### config.mk
export PLATFORM = sky130hd
export DESIGN_NAME = dma_copy_engine
export DESIGN_NICKNAME = d
export VERILOG_FILES = /design/src/rtl/dma_copy_engine.sv
export SDC_FILE = /design/constraint.sdc
export NUM_CORES = 1
export LEC_CHECK = 0
export CAP_MARGIN = 20
export CORE_ASPECT_RATIO = 0.5
export CORE_MARGIN = 1
export CORE_UTILIZATION = 38
export DETAILED_ROUTE_END_ITERATION = 12
export PLACE_DENSITY = 0.68
export SETUP_SLACK_MARGIN = 0.02
export SLEW_MARGIN = 20
export SYNTH_ARGS = -nofsm -noshare
export SYNTH_HDL_FRONTEND = slang
export SYNTH_SLANG_ARGS = --single-unit
export TNS_END_PERCENT = 1
### constraint.sdc
create_clock -name clk -period 2.91 [get_ports clk]
set_input_delay 0.582 -clock clk [delete_from_list [all_inputs] [get_ports clk]]
set_output_delay 0.582 -clock clk [all_outputs]
set_load 0.05 [all_outputs]
### src/rtl/dma_copy_engine.sv
// dma_copy_engine: pipelined byte-wide memory-to-memory copy initiator (one byte per cycle).
// Optional build macro DMA_CHECKSUM_EN adds a 16-bit running sum of written bytes.
`default_nettype none

module dma_copy_engine #(
  parameter int ADDR_W = 32,
  parameter int LEN_W  = 16
) (
  input  logic              clk,
  input  logic              rst_n,
  input  logic              start,
  input  logic              abort,
  input  logic [ADDR_W-1:0] src_base,
  input  logic [ADDR_W-1:0] dst_base,
  input  logic [LEN_W-1:0]  len,
  output logic              rd_valid,
  output logic [ADDR_W-1:0] rd_addr,
  input  logic [7:0]        rd_data,
  output logic              wr_valid,
  output logic [ADDR_W-1:0] wr_addr,
  output logic [7:0]        wr_data,
  output logic              busy,
  output logic              done,
  output logic              aborted,
`ifdef DMA_CHECKSUM_EN
  output logic [15:0]       checksum,
`endif
  output logic [LEN_W-1:0]  bytes_done
);

  localparam logic [1:0] S_IDLE  = 2'd0;
  localparam logic [1:0] S_RUN   = 2'd1;
  localparam logic [1:0] S_DRAIN = 2'd2;
  localparam logic [1:0] S_DONE  = 2'd3;

  localparam logic [ADDR_W-1:0] ADDR_ONE = ADDR_W'(1);
  localparam logic [LEN_W-1:0]  LEN_ONE  = LEN_W'(1);

  logic [1:0]        state;
  logic [ADDR_W-1:0] rd_ptr;
  logic [ADDR_W-1:0] wr_ptr;
  logic [LEN_W-1:0]  rd_idx;
  logic [LEN_W-1:0]  last_idx;
  logic              pend;
  logic              abt;

  logic              active;
  logic              abort_now;
  logic              issue;
  logic              accept;

  assign active    = (state == S_RUN) || (state == S_DRAIN);
  assign abort_now = active && abort;
  assign accept    = (state == S_IDLE) && start;
  // A byte returned by memory becomes a write unless an abort is being taken this edge.
  assign issue     = pend && !abort_now;

  always_ff @(posedge clk or negedge rst_n) begin
    if (!rst_n) begin
      state    <= S_IDLE;
      rd_ptr   <= '0;
      rd_idx   <= '0;
      last_idx <= '0;
      abt      <= 1'b0;
    end else begin
      case (state)
        S_IDLE: begin
          if (start) begin
            rd_ptr   <= src_base;
            rd_idx   <= '0;
            last_idx <= len - LEN_ONE;
            abt      <= 1'b0;
            state    <= (len == '0) ? S_DONE : S_RUN;
          end
        end
        S_RUN: begin
          if (abort) begin
            abt   <= 1'b1;
            state <= S_DONE;
          end else begin
            rd_ptr <= rd_ptr + ADDR_ONE;
            rd_idx <= rd_idx + LEN_ONE;
            if (rd_idx == last_idx) begin
              state <= S_DRAIN;
            end
          end
        end
        S_DRAIN: begin
          // Once the final read strobe has dropped, the last byte is being written this edge.
          if (abort) begin
            abt   <= 1'b1;
            state <= S_DONE;
          end else if (!rd_valid) begin
            state <= S_DONE;
          end
        end
        S_DONE: begin
          state <= S_IDLE;
        end
        default: begin
          state <= S_IDLE;
        end
      endcase
    end
  end

  always_ff @(posedge clk or negedge rst_n) begin
    if (!rst_n) begin
      rd_valid <= 1'b0;
      rd_addr  <= '0;
    end else begin
      rd_valid <= (state == S_RUN) && !abort;
      if ((state == S_RUN) && !abort) begin
        rd_addr <= rd_ptr;
      end
    end
  end

  always_ff @(posedge clk or negedge rst_n) begin
    if (!rst_n) begin
      pend       <= 1'b0;
      wr_valid   <= 1'b0;
      wr_addr    <= '0;
      wr_data    <= '0;
      wr_ptr     <= '0;
      bytes_done <= '0;
`ifdef DMA_CHECKSUM_EN
      checksum   <= '0;
`endif
    end else begin
      pend     <= rd_valid && !abort_now;
      wr_valid <= issue;
      if (accept) begin
        wr_ptr     <= dst_base;
        bytes_done <= '0;
`ifdef DMA_CHECKSUM_EN
        checksum   <= '0;
`endif
      end else if (issue) begin
        wr_addr    <= wr_ptr;
        wr_data    <= rd_data;
        wr_ptr     <= wr_ptr + ADDR_ONE;
        bytes_done <= bytes_done + LEN_ONE;
`ifdef DMA_CHECKSUM_EN
        checksum   <= checksum + {8'h00, rd_data};
`endif
      end
    end
  end

  always_ff @(posedge clk or negedge rst_n) begin
    if (!rst_n) begin
      busy    <= 1'b0;
      done    <= 1'b0;
      aborted <= 1'b0;
    end else begin
      busy <= active;
      done <= (state == S_DONE);
      if (accept) begin
        aborted <= 1'b0;
      end else if (state == S_DONE) begin
        aborted <= abt;
      end
    end
  end

endmodule

`default_nettype wire

==> flow_summary.ini <==
[status]
status = complete, no violations

[sta]
final-hold-violation-count = 0
fmax_mhz = 394
report.final.slew_viol_count = 0
setup_viol = 0
fin_crit_sh_pct = 87.2
final.setup.tns_ns = 0
tightestPinTransition_ns = 0.704
fin_crit_ns = 2.54
maxSlewHeadroom_pct = 53.0
finalClockSkew_ns = 0.00990
rsz0062_at_grt = false

[routing]
detail_route.first_pass.iterations = 5
drt_first_iter_violations = 609
drc = 0
via_per_inst = 5.31
route.vias.total = 8064
routed_wl_um = 25300
routedWlPerCell_um = 16.6
ant_nets = 0

[floorplan]
io_pins = 185
die_area_sq_um = 26200
die_h_um = 115
core_sq_um = 24500
fp.dieW_um = 228
start_util_pct = 39.5
row_count = 40

[place]
gp_congestion = 0.848
hpwl_um = 17900
place.port_buffers = 184

[critical_path]
worst-path-max-fanout = 12
crit_path_start_kind = register
cp_cell_sequence = inv_1, ha_1, a21bo_2, inv_1, nand3_1, buf_4, nor3_1, a31o_2, a31oi_1
crit_path_top_delay_cell = dfrtp_1
r2r_start = state[0]
r2r_cells = 9
critical_path_class = reg2reg
crit_top_cell = inv_1
cpPeakStageDelay_ns = 0.42
regToRegSetupSlack_ns = 0.37
required_ns = 3.24
reg2reg_to = wr_ptr[31]
end_kind = register
worstPathArrival_ns = 2.87

[logic_synthesis]
ys.flop_type = dfrtp_1
syn_avg_cell_area_sq_um = 9.71
yosys-top-cells-area = dfrtp_1 (50%), nand2_1 (7.7%), mux2_2 (4.6%)
synth-edff-count = 0
synth_area_sq_um = 9690
syn_nets = 1100
synth_top_area_share_pct = 49.8
ys_seq_elements = 193
async_reset_ff_share_pct = 100
synthTopCellsByCount = nand2_1 (200), dfrtp_1 (193), o21ai_0 (62), nor2_1 (58), mux2_2 (40)
yosys.area.top_type = dfrtp_1
seq_area_frac_synth_pct = 49.8
synth.distinct_cells = 65
synth_cells = 998
synth_most_common_cell = nand2_1
yosysWarningCount = 0

[global_route]
grt_pass1_vias = 8059
overflow = 0
grt_use_total_pct = 20.0
grt_max_degree = 77
grt_pass1_wl_um = 42000
antenna_found_initial = 0

[power]
leakage_uw = 0.00532
p_sw_share_pct = 44.7
power.density_nw_per_um2 = 1110
power.switching_uw = 6210
comb_power_share_pct = 46.7
power_frac_seq_pct = 35.4
pwr-share-clk_pct = 17.9
intPower_uw = 7680
total_power_uw = 13900
ir_drop_mv = 0.522

[clock_network]
clkLatencyLatePin_ns = 0.45
clock_sinks = 193
postCtsSetupRepairBufs = 0
cts_hold_buf = 0
cts_tree = built
path_clk_slew_ns = 0.07
postCtsResizedCells = 0
cts_inserted_buffers = 17
clockBufferDepth = 2
clockRootBuffer = clkbuf_16
h-tree-depth = 4

[final_layout]
syn2layout_area_growth_pct = 29.4
num_antenna_cells = 0
drive_above_1_share_pct = 10.3
nets = 1273
fill_cells = 2219
seqCellArea_sq_um = 4830
fin_util_pct = 51.1
multiInputGateArea_sq_um = 4560

[hold_path]
hold_path.class = in2async

[job]
cap_violations = 0
power groups by stage:
| stage | Combinational, uW | Clock, uW | Sequential (uW) |
|---|---|---|---|
| after floorplan | 2940 | 0 | 6320 |
| final | 6490 | 2490 | 4910 |
| after global placement | 6370 | 0 | 4880 |
| after CTS | 6540 | 2540 | 4900 |
| after detailed placement | 6510 | 0 | 4930 |
| after global routing | 7010 | 2640 | 5070 |
metrics by stage:
step | hold slack [ns] | worst slack [ns] | instances | instance area (sq um)
floorplan | 0.286 | 0.763 | 998 | 9690
finish | 0.0877 | 0.372 | 1520 | 12500
global route | 0.124 | 0.133 | 1520 | 12500
detailed placement | 0.466 | 0.290 | 1488 | 11900
global placement | 0.459 | 0.367 | 1488 | 11900
CTS | 0.105 | 0.383 | 1520 | 12500
per-layer routing:
layer	part of all wire (%)	GRT usage, %	vias to the layer above
met5	0	0	-
met1	45	25.7	3988
met3	3.9	3.45	31
li1	-	-	3864
met2	49	34.2	181
met4	1.9	7.52	0
flip-flops by register name, summed over array words and instances, names as in the netlist, 8 cells and up:
signal,cells
rd_idx,16
last_idx,16
wr_addr,32
rd_ptr,32
wr_data,8
bytes_done,16
wr_ptr,32
rd_addr,32
how the worst max path moves through the flow:
stage	slack (ns)	to	start	cells after the start
final	0.37	wr_ptr[31]	state[0]	9
after global placement	0.37	wr_ptr[20]	abort	6
after CTS	0.38	wr_ptr[31]	state[0]	9
after floorplan	0.76	bytes_done[15]	state[0]	9
after global routing	0.13	bytes_done[15]	state[0]	8
after detailed placement	0.29	wr_ptr[31]	abort	8
cells by family (layout without fill, tap and decap cells):
family	after synthesis	after routing	synth area share [%]
and+or+nand+nor	438	438	22.6
DFF	193	193	49.8
AOI/OAI and AO/OA	158	158	9.99
xor gates and xnor gates	74	74	6.69
buffers and inverters	69	255	3.28
muxes	56	56	6.30
adders and majority gates	10	10	1.29
cell usage in the layout (no fill, tap or decap), types with 21 or more instances in the layout:
cell             Yosys  routed
a21oi_1             32      31
buf_4                2      21
clkdlybuf4s50_1      0     183
dfrtp_1            193     193
mux2_2              40      40
nand2_1            200     199
nand3_1             36      36
nand4_1             37      37
nor2_1              58      58
nor3_1              24      24
o21ai_0             62      62
xnor2_1             36      36
xor2_1              38      38
cell type report:
class	count	area share [%]
flip-flops and latches	193	38.5
multi-input cells	736	36.3
repair buffers	208	16.5
clock buffers	22	3.86
well taps	336	3.35
clock inverters	10	1.05
inverters	15	0.449
worst max-delay path, delay by kind of cell (launching register included):
kind                     cells  cell delay (ns)
AO/OA/AOI/OAI                3             0.58
flip-flops                   1             0.42
buffers and inverters        3             0.57
AND/OR/NAND/NOR              2             0.48
adder cells (fa/ha/maj)      1             0.37
No activity file was read; power rests on OpenSTA's default activity.
